File: config.mk
export PLATFORM = sky130hd
export DESIGN_NAME = lsu
export DESIGN_NICKNAME = d
export VERILOG_FILES = /design/src/rtl/lsu_pkg.sv /design/src/rtl/load_extend.sv /design/src/rtl/lsu.sv
export SDC_FILE = /design/constraint.sdc
export NUM_CORES = 1
export LEC_CHECK = 0
export CORE_UTILIZATION = 40
export DETAILED_ROUTE_END_ITERATION = 8
export PLACE_DENSITY_LB_ADDON = 0.2
export SETUP_SLACK_MARGIN = 0.3
export SYNTH_ARGS = -nofsm -noshare
export SYNTH_HDL_FRONTEND = slang
export SYNTH_HIERARCHICAL = 1
export SYNTH_SLANG_ARGS = --single-unit
File: constraint.sdc
create_clock -name clk -period 4.05 [get_ports clk]
set_clock_uncertainty 0.05 [all_clocks]
set_input_delay 0.81 -clock clk [delete_from_list [all_inputs] [get_ports clk]]
set_output_delay 0.81 -clock clk [all_outputs]
set_load 0.02 [all_outputs]
File: src/rtl/lsu_pkg.sv
// Shared funct3 codes, RAM byte-select encodings, FSM states and access-size helpers for the LSU.
package lsu_pkg;

    localparam logic [2:0] F3_LB  = 3'b000;
    localparam logic [2:0] F3_LH  = 3'b001;
    localparam logic [2:0] F3_LW  = 3'b010;
    localparam logic [2:0] F3_LBU = 3'b100;
    localparam logic [2:0] F3_LHU = 3'b101;

    localparam logic [1:0] SEL_BYTE = 2'd0;
    localparam logic [1:0] SEL_HALF = 2'd1;
    localparam logic [1:0] SEL_WORD = 2'd2;

    typedef enum logic [1:0] {
        IDLE,
        ACCESS,
        RESP
    } state_t;

    // funct3[1:0] encodes the width for every legal load and store
    function automatic logic [1:0] sel_of(input logic [2:0] f3);
        case (f3[1:0])
            2'b00:   return SEL_BYTE;
            2'b01:   return SEL_HALF;
            default: return SEL_WORD;
        endcase
    endfunction

    function automatic logic [2:0] size_of(input logic [2:0] f3);
        case (f3[1:0])
            2'b00:   return 3'd1;
            2'b01:   return 3'd2;
            default: return 3'd4;
        endcase
    endfunction

endpackage

File: src/rtl/load_extend.sv
// Sign/zero extension of the RAM read word for a load; purely combinational.
// No latency and no flow control: the caller samples the result when it needs it.
module load_extend
    import lsu_pkg::*;
(
    input  logic [2:0]  funct3,
    input  logic [31:0] word,
    output logic [31:0] data
);

    always_comb begin
        data = word;
        case (funct3)
            F3_LB:   data = {{24{word[7]}}, word[7:0]};
            F3_LBU:  data = {24'b0, word[7:0]};
            F3_LH:   data = {{16{word[15]}}, word[15:0]};
            F3_LHU:  data = {16'b0, word[15:0]};
            default: data = word;
        endcase
    end

endmodule

File: src/rtl/lsu.sv
// Load/store unit: one request at a time, one RAM access cycle, faults skip the RAM entirely.
// Response 2 cycles after the request (1 for faults); holds the response until rsp_ready, no new request meanwhile.
module lsu
    import lsu_pkg::*;
#(
    parameter int ADDR_LIMIT = 256
) (
    input  logic        clk,
    input  logic        rst,
    input  logic        req_valid,
    output logic        req_ready,
    input  logic        req_store,
    input  logic [2:0]  req_funct3,
    input  logic [31:0] req_addr,
    input  logic [31:0] req_wdata,
    output logic        rsp_valid,
    input  logic        rsp_ready,
    output logic [31:0] rsp_data,
    output logic        rsp_fault,
    output logic        ram_en,
    output logic        ram_we,
    output logic [1:0]  ram_byte_sel,
    output logic [31:0] ram_addr,
    output logic [31:0] ram_wdata,
    input  logic [31:0] ram_rdata
);

    state_t      state;
    logic        store_q;
    logic [2:0]  funct3_q;
    logic [31:0] ext_data;
    logic        f3_ok;
    logic        misaligned;
    logic [32:0] end_addr;
    logic        req_fault;

    always_comb begin
        f3_ok = 1'b0;
        case (req_funct3)
            F3_LB, F3_LH, F3_LW: f3_ok = 1'b1;
            F3_LBU, F3_LHU:      f3_ok = !req_store;
            default:             f3_ok = 1'b0;
        endcase
    end

    // 33-bit sum so an address near 2^32 cannot wrap back into range
    assign end_addr   = {1'b0, req_addr} + 33'(size_of(req_funct3));
    assign misaligned = (sel_of(req_funct3) == SEL_HALF && req_addr[0]) ||
                        (sel_of(req_funct3) == SEL_WORD && req_addr[1:0] != 2'b00);
    assign req_fault  = !f3_ok || misaligned || (end_addr > 33'(ADDR_LIMIT));

    load_extend u_load_extend (
        .funct3 (funct3_q),
        .word   (ram_rdata),
        .data   (ext_data)
    );

    always_ff @(posedge clk) begin
        if (rst) begin
            state        <= IDLE;
            req_ready    <= 1'b0;
            rsp_valid    <= 1'b0;
            rsp_data     <= '0;
            rsp_fault    <= 1'b0;
            ram_en       <= 1'b0;
            ram_we       <= 1'b0;
            ram_byte_sel <= '0;
            ram_addr     <= '0;
            ram_wdata    <= '0;
            store_q      <= 1'b0;
            funct3_q     <= '0;
        end else begin
            case (state)
                IDLE: begin
                    req_ready <= 1'b1;
                    if (req_valid && req_ready) begin
                        req_ready    <= 1'b0;
                        store_q      <= req_store;
                        funct3_q     <= req_funct3;
                        ram_addr     <= req_addr;
                        ram_byte_sel <= sel_of(req_funct3);
                        ram_wdata    <= req_wdata;
                        if (req_fault) begin
                            rsp_valid <= 1'b1;
                            rsp_fault <= 1'b1;
                            rsp_data  <= '0;
                            state     <= RESP;
                        end else begin
                            ram_en <= 1'b1;
                            ram_we <= req_store;
                            state  <= ACCESS;
                        end
                    end
                end
                ACCESS: begin
                    ram_en    <= 1'b0;
                    ram_we    <= 1'b0;
                    rsp_valid <= 1'b1;
                    rsp_fault <= 1'b0;
                    rsp_data  <= store_q ? 32'd0 : ext_data;
                    state     <= RESP;
                end
                RESP: begin
                    if (rsp_ready) begin
                        rsp_valid <= 1'b0;
                        rsp_fault <= 1'b0;
                        req_ready <= 1'b1;
                        state     <= IDLE;
                    end
                end
                default: state <= IDLE;
            endcase
        end
    end

endmodule
; After elaboration in Yosys (flattened, before gate mapping)
; Index checks and enable logic that the tools add are counted.
[totals]
output_inout_bits = 103
regBits = 109
input_bits = 104
word_cells = 80
[op_classes]
n_eq_ne = 16
reduce_logical = 24
magnitude_cmp = 1
n_mux = 26
addsub = 1
[ops]
columns = op, n
row1 = $pmux 32 s4, 1
row2 = $mux 32, 3
row3 = $pmux 32 s2, 1
row4 = $add 32x3->33, 1
row5 = $gt 33x9->1 const B, 1
row6 = $eq 3x3->1 const B, 4
row7 = $mux 1, 9
row8 = $ne 2x2->1 const B, 4
row9 = $pmux 1 s2, 4
row10 = $eq 2x1->1 const B, 3
row11 = $eq 3x1->1 const B, 2
row12 = $logic_not 3->1, 2
row13 = $mux 2, 3
row14 = $pmux 1 s3, 2
row15 = $pmux 2 s3, 1
row16 = $pmux 3 s2, 1
row17 = $reduce_and 2->1, 3
row18 = $reduce_and 3->1, 2
row19 = $reduce_bool 2->1, 3
row20 = $eq 2x2->1 const B, 2
row21 = $logic_not 2->1, 2
row22 = $pmux 2 s2, 1
row23 = $reduce_and 4->1, 1
row24 = $eq 3x2->1 const B, 1
row25 = 6 further kinds, 11

; Longest topological paths before layout
[logic_depth]
ltp_word = 10
mapped_depth = 11
mapped_depth_nobuf = 10

; Hierarchy
; Netlist, hierarchy kept.
[by_module_without_submodules]
columns = module, area_per_inst_um2, cells_per_inst, seq_area_each_um2, instances
row1 = lsu, 5016.1, 615, 2182.1, 1
row2 = load_extend, 355.3, 67, 0.0, 1

; Worst setup path after synthesis
; OpenSTA, ideal clock, no wires.
[synth_path]
kind = input to register
startpoint = input req_funct3[0]
endpoint = register rsp_data[0]
setup_ns = 0.120
required_ns = 3.880
slack_ns = 0.559
n_path_buf = 1
arrival_ns = 3.322
path_stages = 11
cell_sequence = nor2_1 ha_1 fa_1 a21oi_2 nor4_4 a211oi_1 o22ai_1 nor4_4 a32oi_4 buf_6 mux2i_1
[synth_between]
elab_chain_cells = 9
elab_cells_between_ends = 24
classes_between = add/sub: 1 / order compare: 1 / eq/ne: 8 / mux: 3 / reduce/logical: 11
[synth_rtl]
columns = item, line
row1 = from (decl), lsu.sv:13  ; input logic [2:0] req_funct3,
row2 = "parallel branches: the longest is 6 deep, another holds $add 32x3->33", --
row3 = $logic_or 1x1->1 (*), lsu.sv:50  ; assign req_fault = !f3_ok || misaligned || (end_addr > 33'(ADDR_LIMIT));
row4 = $ne 2x2->1 (no line) (*), --
row5 = $reduce_and 3->1 (no line) (*), --
row6 = to (signal assigned), lsu.sv:100  ; rsp_data <= store_q ? 32'd0 : ext_data;
row7 = to (decl), lsu.sv:18  ; output logic [31:0] rsp_data,
; Every way passes the cells marked *.
; A chain may end at the register's enable or synchronous reset.

; Final worst setup path
[layout_path]
startpoint = input req_addr[2]
endpoint = register rsp_data[30]
[layout_between]
elab_chain_cells = 5
[layout_rtl]
columns = item, line
row1 = from (decl), lsu.sv:14  ; input logic [31:0] req_addr,
row2 = $add 32x3->33, lsu.sv:47  ; assign end_addr = {1'b0, req_addr} + 33'(size_of(req_funct3));
row3 = $gt 33x9->1, lsu.sv:50
row4 = $logic_or 1x1->1, lsu.sv:50
row5 = $ne 2x2->1 (no line), --
row6 = $reduce_and 3->1 (no line), --
; Every way passes these cells.

==> impl_metrics.yaml <==
cells_and_area:
  fin_nets: 983
  diodes: 0
  drive_gt1_share_pct: 7.75
  fin_area_mm2: 0.00806
  n_fill_cell: 1142
  area_growth_pct: 50.0
worst_setup_path:
  max_stage_delay_ns: 0.48
  timing.rr.end: "ram_en$_SDFFE_PP0P_"
  path_max_fanout: 8
  cp_slowest_cell: "clkdlybuf4s50_1"
  cp-start-kind: "primary input"
  cp_cell_sequence: "clkdlybuf4s50_1, ha_1, o211ai_1, buf_4, nor4_4, nor4b_2, o22ai_2, nor4_4, a32oi_4, buf_12, buf_12, mux2i_2"
  r2r_cells: 8
  critPathLaunch: "req_addr[2]"
  critPathKind: "primary input to flop"
  endpoint_kind: "flop"
  timing.rr.start: "state[1]$_SDFFE_PP0P_"
  reg2reg_slack_ns: 1.45
  cp.arrival_ns: 3.77
  endpoint: "rsp_data[30]$_SDFFE_PP0P_"
  required_ns: 4.23
routing:
  final_antenna_net_count: 0
  first_pass_iters: 4
  wirelength_um: 15900
  drtIter0Drc: 360
  drc: 0
  vias_per_cell: 5.21
  wire_per_inst_um: 15.2
  vias: 5469
sta:
  tightest_slew_ns: 1.07
  slew-limit-headroom_pct: 28.7
  rsz0062_at_grt: "no"
  hold_ws_ns: 0.404
  slew_violations: 0
  setup_viol_count_final: 0
  fin_crit_ns: 3.59
  min_period_over_period_pct: 88.7
  hold_violations: 0
  fmax_ghz: 0.279
placement:
  port_buffers: 206
  hpwl_um: 11200
  place_area_mm2: 0.00756
  finalWeightedCongestion: 0.898
synthesis:
  synthCells: 682
  synth.distinct_cells: 61
  syn_area_mm2: 0.00537
  async_reset_ff_share_pct: 0
  ys.flop_type: "dfxtp_1"
  avgSynthCellArea_um2: 7.88
  synthDominantCellAreaShare_pct: 40.6
  synth_nets: 793
  synth_edf_count: 0
  seq_area_frac_synth_pct: 40.6
  synth_most_common_cell: "nand2_1"
  synthTopCellsByArea: "dfxtp_1 41%, nand2_1 14%, a21oi_1 7.8%"
  ys_ff_latch: 109
  ys_warn_count: 6
  yosysTopAreaCell: "dfxtp_1"
  ys_top_cells_by_count: "206 x nand2_1, 109 x dfxtp_1, 84 x a21oi_1"
global_routing:
  grt_pass1_wl_um: 25600
  grt_antenna_before_repair: 0
  grt.overflow.total: 0
  grt_max_degree: 112
  global_route.usage.total_pct: 22.3
  grt_pass1_vias: 5207
cts:
  cts_buffer_depth: 2
  holdBufCountCts: 0
  cts_tree: "built"
  cts.sinks: 109
  numCtsBuffers: 9
  cts_root_buf: "clkbuf_16"
  clk_pin_slew_ns: 0.07
  cts.htree.levels: 3
  clock_latency_ns: 0.35
status:
  status: "completed"
floorplanning:
  start_util_pct: 41.7
  io_pins: 207
  core-area_mm2: 0.0129
  chipWidth_um: 118
  die-area_mm2: 0.0139
  rows: 41
  die_h_um: 118
power_and_ir_drop:
  p_comb_share_pct: 26.1
  p_leak_nw: 2.83
  power.density_cell_area_mw_per_mm2: 361
  seqPwrFrac_pct: 40.8
  clkPwrFrac_pct: 33.1
  p_sw_share_pct: 28.5
  ir_worst_vdd_v: 0.000195
  p_int_mw: 2.08
  p_sw_mw: 0.829
worst_hold_path:
  hold_path.class: "flop to flop"
  hp-start: "ram_wdata[28]$_SDFFE_PP0P_"
run:
  cap_violations: 0
layout by cell type, fill, tap and decap left out, types with 7 or more instances in the layout:
cell type,count
a21oi_1,82
dfxtp_1,109
o21ai_0,30
nand2_1,206
clkdlybuf4s50_1,204
nor2_1,14
clkbuf_16,11
nand2b_1,33
nand3_1,10
mux2i_1,33
buf_4,21
nor4_1,7
through the flow:
step	setup TNS [ns]	util, %	setup WS [ns]	power, mW	instances
2_1_floorplan	0	-	0.559	1.61	682
5_1_grt	0	62.6	0.308	3.04	1049
3_5_place_dp	-0.473	58.7	-0.0639	1.93	1026
4_1_cts	0	61.2	0.307	2.89	1042
6_report	0	62.6	0.459	2.91	1049
3_3_place_gp	0	58.7	0.0708	1.91	1026
power by group through the flow:
stage	sequential, mW	combinational, mW	clock, mW
4_1_cts	1.18	0.722	0.985
5_1_grt	1.19	0.821	1.03
3_5_place_dp	1.21	0.719	0
2_1_floorplan	1.27	0.335	0
3_3_place_gp	1.20	0.708	0
6_report	1.18	0.758	0.963
how the worst min path moves through the flow:
| stage | slack, ns | depth (start not counted) | endpoint |
|---|---|---|---|
| 2_1_floorplan | 0.39 | 2 | funct3_q[0]$_SDFFE_PP0P_ |
| 6_report | 0.40 | 2 | ram_wdata[28]$_SDFFE_PP0P_ |
| 3_5_place_dp | 0.40 | 2 | ram_wdata[28]$_SDFFE_PP0P_ |
| 3_3_place_gp | 0.39 | 2 | ram_wdata[24]$_SDFFE_PP0P_ |
| 4_1_cts | 0.40 | 2 | ram_wdata[28]$_SDFFE_PP0P_ |
| 5_1_grt | 0.43 | 2 | ram_wdata[16]$_SDFFE_PP0P_ |
per-layer routing:
layer / vias up / part of all wire [%] / track usage [%]
met2: 178 / 48 / 36.2
li1: 2702 / - / -
met4: 0 / 2.0 / 7.53
met3: 19 / 6.0 / 5.33
met1: 2570 / 44 / 28.9
met5: - / 0 / 0
cells by family after synthesis:
logic type      after synthesis  synth area share, %
simple gates                315                 27.4
xor+xnor                      6                0.978
compound gates              150                 16.9
mux                          36                 6.80
fa+ha+maj                     7                 1.77
buf+inv                      59                 5.54
flops                       109                 40.6
critical path, delay by kind of cell:
| family | cells | cell delay (ns) |
|---|---|---|
| fa+ha+maj | 1 | 0.45 |
| buf+inv | 4 | 0.97 |
| mux | 1 | 0.15 |
| simple gates | 3 | 0.93 |
| compound gates | 3 | 0.45 |
state kept, by name (all words and copies together) (netlist names):
name,cells
ram_addr,32
ram_en,1
ram_byte_sel,2
rsp_valid,1
state,2
ram_we,1
rsp_fault,1
req_ready,1
ram_wdata,32
funct3_q,3
store_q,1
rsp_data,32
what timing repair did:
item	in CTS	in global routing
buffers inserted	0	4
gates resized for setup	0	13
setup endpoints to repair	0	37
cell type report:
type / instances / area (um2) / share of cell area (%)
Multi-Input combinational cell: 514 / 2980 / 36.9
Clock buffer: 13 / 260 / 3.23
Clock inverter: 3 / 67.6 / 0.839
Tap cell: 172 / 215 / 2.67
Timing Repair Buffer: 232 / 2330 / 29.0
Inverter: 6 / 22.5 / 0.280
Sequential cell: 109 / 2180 / 27.1
No activity file was read; power rests on OpenSTA's default activity.
